$ cat src/rtl/ray_core_arbiter.sv
// Round-robin arbiter and frame sequencer that funnels rays from NUM_CORES generator
// cores into a single registered valid/ready output and counts rays per frame.
module ray_core_arbiter #(
   parameter int NUM_CORES = 4,
   parameter int DIR_W     = 32,
   parameter int IDX_W     = 32
) (
   input  logic                          clk,
   input  logic                          reset_n,
   input  logic                          start,
   input  logic [IDX_W-1:0]              pixel_count,
   output logic [NUM_CORES-1:0]          core_en,
   input  logic [NUM_CORES-1:0]          req_valid,
   input  logic [NUM_CORES*DIR_W-1:0]    req_dir_x,
   input  logic [NUM_CORES*DIR_W-1:0]    req_dir_y,
   input  logic [NUM_CORES*DIR_W-1:0]    req_dir_z,
   input  logic [NUM_CORES*IDX_W-1:0]    req_index,
   output logic [NUM_CORES-1:0]          req_ready,
   output logic                          out_valid,
   input  logic                          out_ready,
   output logic signed [DIR_W-1:0]       out_dir_x,
   output logic signed [DIR_W-1:0]       out_dir_y,
   output logic signed [DIR_W-1:0]       out_dir_z,
   output logic [IDX_W-1:0]              out_index,
   output logic [2:0]                    out_core,
   output logic                          busy,
   output logic                          frame_done,
   output logic [IDX_W-1:0]              rays_accepted
);

   typedef enum logic [1:0] {
      IDLE   = 2'd0,
      LAUNCH = 2'd1,
      RUN    = 2'd2,
      DRAIN  = 2'd3
   } state_t;

   state_t                  state_q;
   logic [NUM_CORES-1:0]    core_en_q;
   logic                    out_valid_q;
   logic [DIR_W-1:0]        out_dir_x_q;
   logic [DIR_W-1:0]        out_dir_y_q;
   logic [DIR_W-1:0]        out_dir_z_q;
   logic [IDX_W-1:0]        out_index_q;
   logic [2:0]              out_core_q;
   logic [IDX_W-1:0]        rays_q;
   logic [IDX_W-1:0]        pcount_q;
   logic [2:0]              rr_ptr_q;
   logic                    zero_done_q;

   logic [7:0]              valid_ext_s;
   logic [3:0]              cand_s;
   logic                    grant_found_s;
   logic [2:0]              grant_id_s;
   logic [7:0]              grant_onehot_s;
   logic                    slot_free_s;
   logic                    xfer_s;
   logic [2:0]              rr_ptr_d;
   logic [IDX_W-1:0]        rays_d;
   logic                    drain_done_s;

   // Round-robin search starting at rr_ptr; first valid core wins
   always_comb begin
      valid_ext_s   = 8'(req_valid);
      cand_s        = 4'd0;
      grant_found_s = 1'b0;
      grant_id_s    = 3'd0;
      for (int k = 0; k < NUM_CORES; k++) begin
         cand_s = {1'b0, rr_ptr_q} + 4'(k);
         if (cand_s >= 4'(NUM_CORES)) begin
            cand_s = cand_s - 4'(NUM_CORES);
         end else begin
            cand_s = cand_s;
         end
         if (!grant_found_s && valid_ext_s[cand_s[2:0]]) begin
            grant_found_s = 1'b1;
            grant_id_s    = cand_s[2:0];
         end else begin
            grant_found_s = grant_found_s;
         end
      end
   end

   // Acceptance strobe: only in RUN, only when the output slot is free this cycle
   always_comb begin
      slot_free_s    = !out_valid_q || out_ready;
      grant_onehot_s = 8'd1 << grant_id_s;
      if ((state_q == RUN) && slot_free_s && grant_found_s) begin
         req_ready = grant_onehot_s[NUM_CORES-1:0];
         xfer_s    = 1'b1;
      end else begin
         req_ready = '0;
         xfer_s    = 1'b0;
      end
   end

   // Next-pointer and count increment used by the sequencer on a transfer
   always_comb begin
      if (grant_id_s == 3'(NUM_CORES-1)) begin
         rr_ptr_d = 3'd0;
      end else begin
         rr_ptr_d = grant_id_s + 3'd1;
      end
      rays_d       = rays_q + IDX_W'(1);
      drain_done_s = (state_q == DRAIN) && (!out_valid_q || out_ready);
   end

   // Frame sequencer FSM together with the output register and counters
   always_ff @(posedge clk or negedge reset_n) begin
      if (!reset_n) begin
         state_q     <= IDLE;
         core_en_q   <= '0;
         out_valid_q <= 1'b0;
         out_dir_x_q <= '0;
         out_dir_y_q <= '0;
         out_dir_z_q <= '0;
         out_index_q <= '0;
         out_core_q  <= 3'd0;
         rays_q      <= '0;
         pcount_q    <= '0;
         rr_ptr_q    <= 3'd0;
         zero_done_q <= 1'b0;
      end else begin
         core_en_q   <= '0;
         zero_done_q <= 1'b0;
         if (xfer_s) begin
            out_valid_q <= 1'b1;
            out_dir_x_q <= req_dir_x[int'(grant_id_s)*DIR_W +: DIR_W];
            out_dir_y_q <= req_dir_y[int'(grant_id_s)*DIR_W +: DIR_W];
            out_dir_z_q <= req_dir_z[int'(grant_id_s)*DIR_W +: DIR_W];
            out_index_q <= req_index[int'(grant_id_s)*IDX_W +: IDX_W];
            out_core_q  <= grant_id_s;
         end else if (out_ready) begin
            out_valid_q <= 1'b0;
         end
         case (state_q)
            IDLE: begin
               if (start) begin
                  pcount_q <= pixel_count;
                  rays_q   <= '0;
                  rr_ptr_q <= 3'd0;
                  // An empty frame completes immediately without waking the cores
                  if (pixel_count == '0) begin
                     zero_done_q <= 1'b1;
                  end else begin
                     core_en_q <= '1;
                     state_q   <= LAUNCH;
                  end
               end
            end
            LAUNCH: begin
               state_q <= RUN;
            end
            RUN: begin
               if (xfer_s) begin
                  rays_q   <= rays_d;
                  rr_ptr_q <= rr_ptr_d;
                  if (rays_d == pcount_q) begin
                     state_q <= DRAIN;
                  end
               end
            end
            DRAIN: begin
               if (drain_done_s) begin
                  state_q <= IDLE;
               end
            end
            default: begin
               state_q <= IDLE;
            end
         endcase
      end
   end

   // frame_done must coincide with the final output handshake, so it follows out_ready
   assign frame_done    = drain_done_s || zero_done_q;
   assign core_en       = core_en_q;
   assign out_valid     = out_valid_q;
   assign out_dir_x     = out_dir_x_q;
   assign out_dir_y     = out_dir_y_q;
   assign out_dir_z     = out_dir_z_q;
   assign out_index     = out_index_q;
   assign out_core      = out_core_q;
   assign busy          = (state_q != IDLE);
   assign rays_accepted = rays_q;

endmodule

$ cat config.mk
export PLATFORM = sky130hd
export DESIGN_NAME = ray_core_arbiter
export DESIGN_NICKNAME = d
export VERILOG_FILES = /design/src/rtl/ray_core_arbiter.sv
export SDC_FILE = /design/constraint.sdc
export NUM_CORES = 1
export LEC_CHECK = 0
export CAP_MARGIN = 20
export CORE_AREA = 2 2 286 288
export CTS_BUF_LIST = sky130_fd_sc_hd__clkbuf_4
export DETAILED_ROUTE_END_ITERATION = 10
export DIE_AREA = 0 0 288 290
export GPL_TIMING_DRIVEN = 0
export SLEW_MARGIN = 20
export SYNTH_ARGS = -nofsm -noshare
export SYNTH_HDL_FRONTEND = slang
export SYNTH_SLANG_ARGS = --single-unit
$ cat constraint.sdc
create_clock -name clk -period 6 [get_ports clk]
set_input_delay 1.8 -clock clk [delete_from_list [all_inputs] [get_ports clk]]
set_output_delay 1.8 -clock clk [all_outputs]
set_load 0.1 [all_outputs]
==> impl_metrics.json <==
{
  "min_to": "out_dir_z[18]",
  "timing.hold.ws_ps": 473,
  "whs_path_depth": 2,
  "drtIter0Drc": 959,
  "num_vias": 14506,
  "skew_ps": 40.7,
  "rsz0062_at_grt": "false",
  "synth_top_cell_area_share_pct": 37.0,
  "cp_max_fo": 11,
  "post-route-period-util_pct": 97.7,
  "synth_edf_count": 0,
  "rr_worst_depth": 14,
  "dp_cells": 3201,
  "fmax_mhz": 171,
  "synth_cell_types": 58,
  "wire_per_inst_um": 23.3,
  "clock_sinks": 203,
  "max-cap-violations": 0,
  "ys_ff_latch": 203,
  "rrSetupSlack_ps": 1650,
  "cp.arrival_ps": 4060,
  "drv_slew": 0,
  "power.leakage_nw": 9.16,
  "dieHeight_um": 290,
  "synth_warnings": 0,
  "fin_cells": 3332,
  "cts_buffers": 66,
  "synth.most_common_cell": "mux2i_1",
  "synthFlopType": "dfrtp_1",
  "setup_viol": 0,
  "drcViolationCount": 0,
  "cts_max_level": 3,
  "outcome": "finished, final reports clean",
  "routed_wl_mm": 77.6,
  "rows": 104,
  "cts_max_path_buffers": 3,
  "setup_tns_ps": 0,
  "p_per_area_nw_per_um2": 639,
  "ios": 726,
  "start_kind": "input pin",
  "hp-start": "out_dir_z[18]",
  "syn_area_per_cell_um2": 9.72,
  "vias_per_cell": 4.35,
  "detail-route-antenna-nets": 0,
  "syn_nets": 1977,
  "die_w_um": 288,
  "synth-async-reset-ratio_pct": 100,
  "drive_gt1_share_pct": 16.2,
  "die_area_um2": 83500,
  "layout_min_cycle_time_ps": 5860,
  "dp_slack_ps": -2840,
  "grt_pass1_vias": 14905,
  "clkTransAtPathRegs_ps": 60,
  "antenna_found_initial": 24,
  "crit_type": "input pin to output port",
  "cts_tree": "built",
  "postSynthCellCount": 1414,
  "synth.largest_area_cell": "dfrtp_1",
  "cts_root_buf": "clkbuf_4",
  "crit_path_end_kind": "output port",
  "portBuffers": 725,
  "core-area_um2": 80200,
  "netlist_area_um2": 13700,
  "clk_latency_ps": 760,
  "grt_usage_pct": 18.0,
  "max_slew_margin_pct": 23.6,
  "setup_ws_ps": 138,
  "grt_pass1_wl_mm": 108,
  "overflow": 0,
  "gp_congestion": 0.948,
  "nNetsFinal": 2775,
  "required_ps": 4200,
  "firstDrtPassIters": 5,
  "yosysSeqAreaShare_pct": 37.0,
  "worstHoldPathType": "register to register",
  "startpoint": "req_valid[1]",
  "grt_start_max_net_pins": 88,
  "initial_utilization_pct": 17.1,
  "synth_area_leaders": "dfrtp_1 37%, mux2i_1 19%, mux2_2 13%",
  "synth_common_cells": "260 x mux2i_1, 203 x dfrtp_1, 190 x nand2_1",
  "post-dp-hpwl_mm": 64.3,
  "r2r-start": "rr_ptr_q[0]",
  "rr_endpoint": "out_dir_x[20]",
  "areaGrowthSynthToFinish_pct": 70.9,
  "finalHoldViolations": 0,
  "tightestPinTransition_ps": 1140,
  "vdd_drop_max_v": 0.000363
}
[per-stage QoR]
step,cell area (um2),util [%],power [mW]
5_1_grt,23500,29.3,15.8
3_5_place_dp,22400,27.9,13.4
4_1_cts,23400,29.2,15.1
3_3_place_gp,22300,27.9,13.3
2_1_floorplan,13700,-,9.93
6_report,23500,29.3,15.0
[cell usage in the layout, fill, tap and decap left out, drive strengths merged, types with 21 or more instances in the layout]
| master | instances |
|---|---|
| clkdlybuf4s50 | 711 |
| buf | 75 |
| dfrtp | 203 |
| xnor2 | 26 |
| o21ai | 171 |
| nand3 | 23 |
| nor3 | 23 |
| a21oi | 21 |
| mux2i | 260 |
| nand2 | 190 |
| mux2 | 163 |
| clkbuf | 163 |
[how the worst max path moves through the flow]
stage	depth (start not counted)	slack, ps	to
after floorplan	10	-440	req_ready[1]
after global placement	1	-6310	out_dir_z[11]
after detailed placement	12	-2840	req_ready[0]
after CTS	13	5	req_ready[1]
after global routing	11	20	req_ready[2]
final	11	140	req_ready[2]
[area by class of cell]
| cell class | count | area (um2) |
|---|---|---|
| diodes | 9 | 22.5 |
| plain buffers | 118 | 579 |
| clock buffers | 98 | 736 |
| clock inverters | 21 | 111 |
| fillers | 8586 | 56700 |
| inverters | 13 | 48.8 |
| multi-input cells | 1076 | 8210 |
| flip-flops and latches | 203 | 5080 |
| well taps | 1060 | 1330 |
| repair buffers | 734 | 7370 |
[cells by family (layout without fill, tap and decap cells)]
kind of cell / Yosys count / count (layout) / synth area share, %
compound gates: 247 / 247 / 10.3
xor+xnor: 40 / 40 / 2.55
fa+ha+maj: 11 / 11 / 1.00
buf+inv: 135 / 984 / 4.29
flops: 203 / 203 / 37.0
mux: 425 / 425 / 32.6
other cells: 0 / 9 / 0
simple gates: 353 / 353 / 12.3
[sequential cells by signal, summed over array words and instances, names as in the netlist]
| register | flops |
|---|---|
| out_core | 3 |
| rays_accepted | 32 |
| out_valid | 1 |
| out_dir_y | 32 |
| out_dir_z | 32 |
| core_en | 1 |
| out_dir_x | 32 |
| state_q | 2 |
| zero_done_q | 1 |
| pcount_q | 32 |
| out_index | 32 |
| rr_ptr_q | 3 |
[report_power, final]
part	internal (mW)	total, mW	switching, mW
sequential	2.00	2.44	0.441
clock	0.790	1.49	0.704
combinational	3.52	11.1	7.54
total	6.31	15.0	8.69
[routing by layer]
| layer | GRT usage, % | part of all wire [%] | vias up |
|---|---|---|---|
| li1 | - | - | 6759 |
| met1 | 22.5 | 41 | 6921 |
| met2 | 29.3 | 46 | 691 |
| met3 | 6.59 | 11 | 107 |
| met4 | 4.41 | 1.9 | 28 |
| met5 | 0 | 0.24 | - |
[critical path: stages]
cell	delay [ps]
clkdlybuf4s15_2	210
mux4_2	510
buf_4	180
o21bai_1	170
a21oi_2	270
clkbuf_8	290
inv_1	100
ha_1	200
inv_1	100
nor2_4	50
buf_12	160
[repair_timing]
action,CTS,global route
hold buffers,0,0
pin swaps,4,2
gates resized for setup,80,15
setup buffers,7,0
setup endpoints to repair,4,4
(Power assumes the default switching activity.)
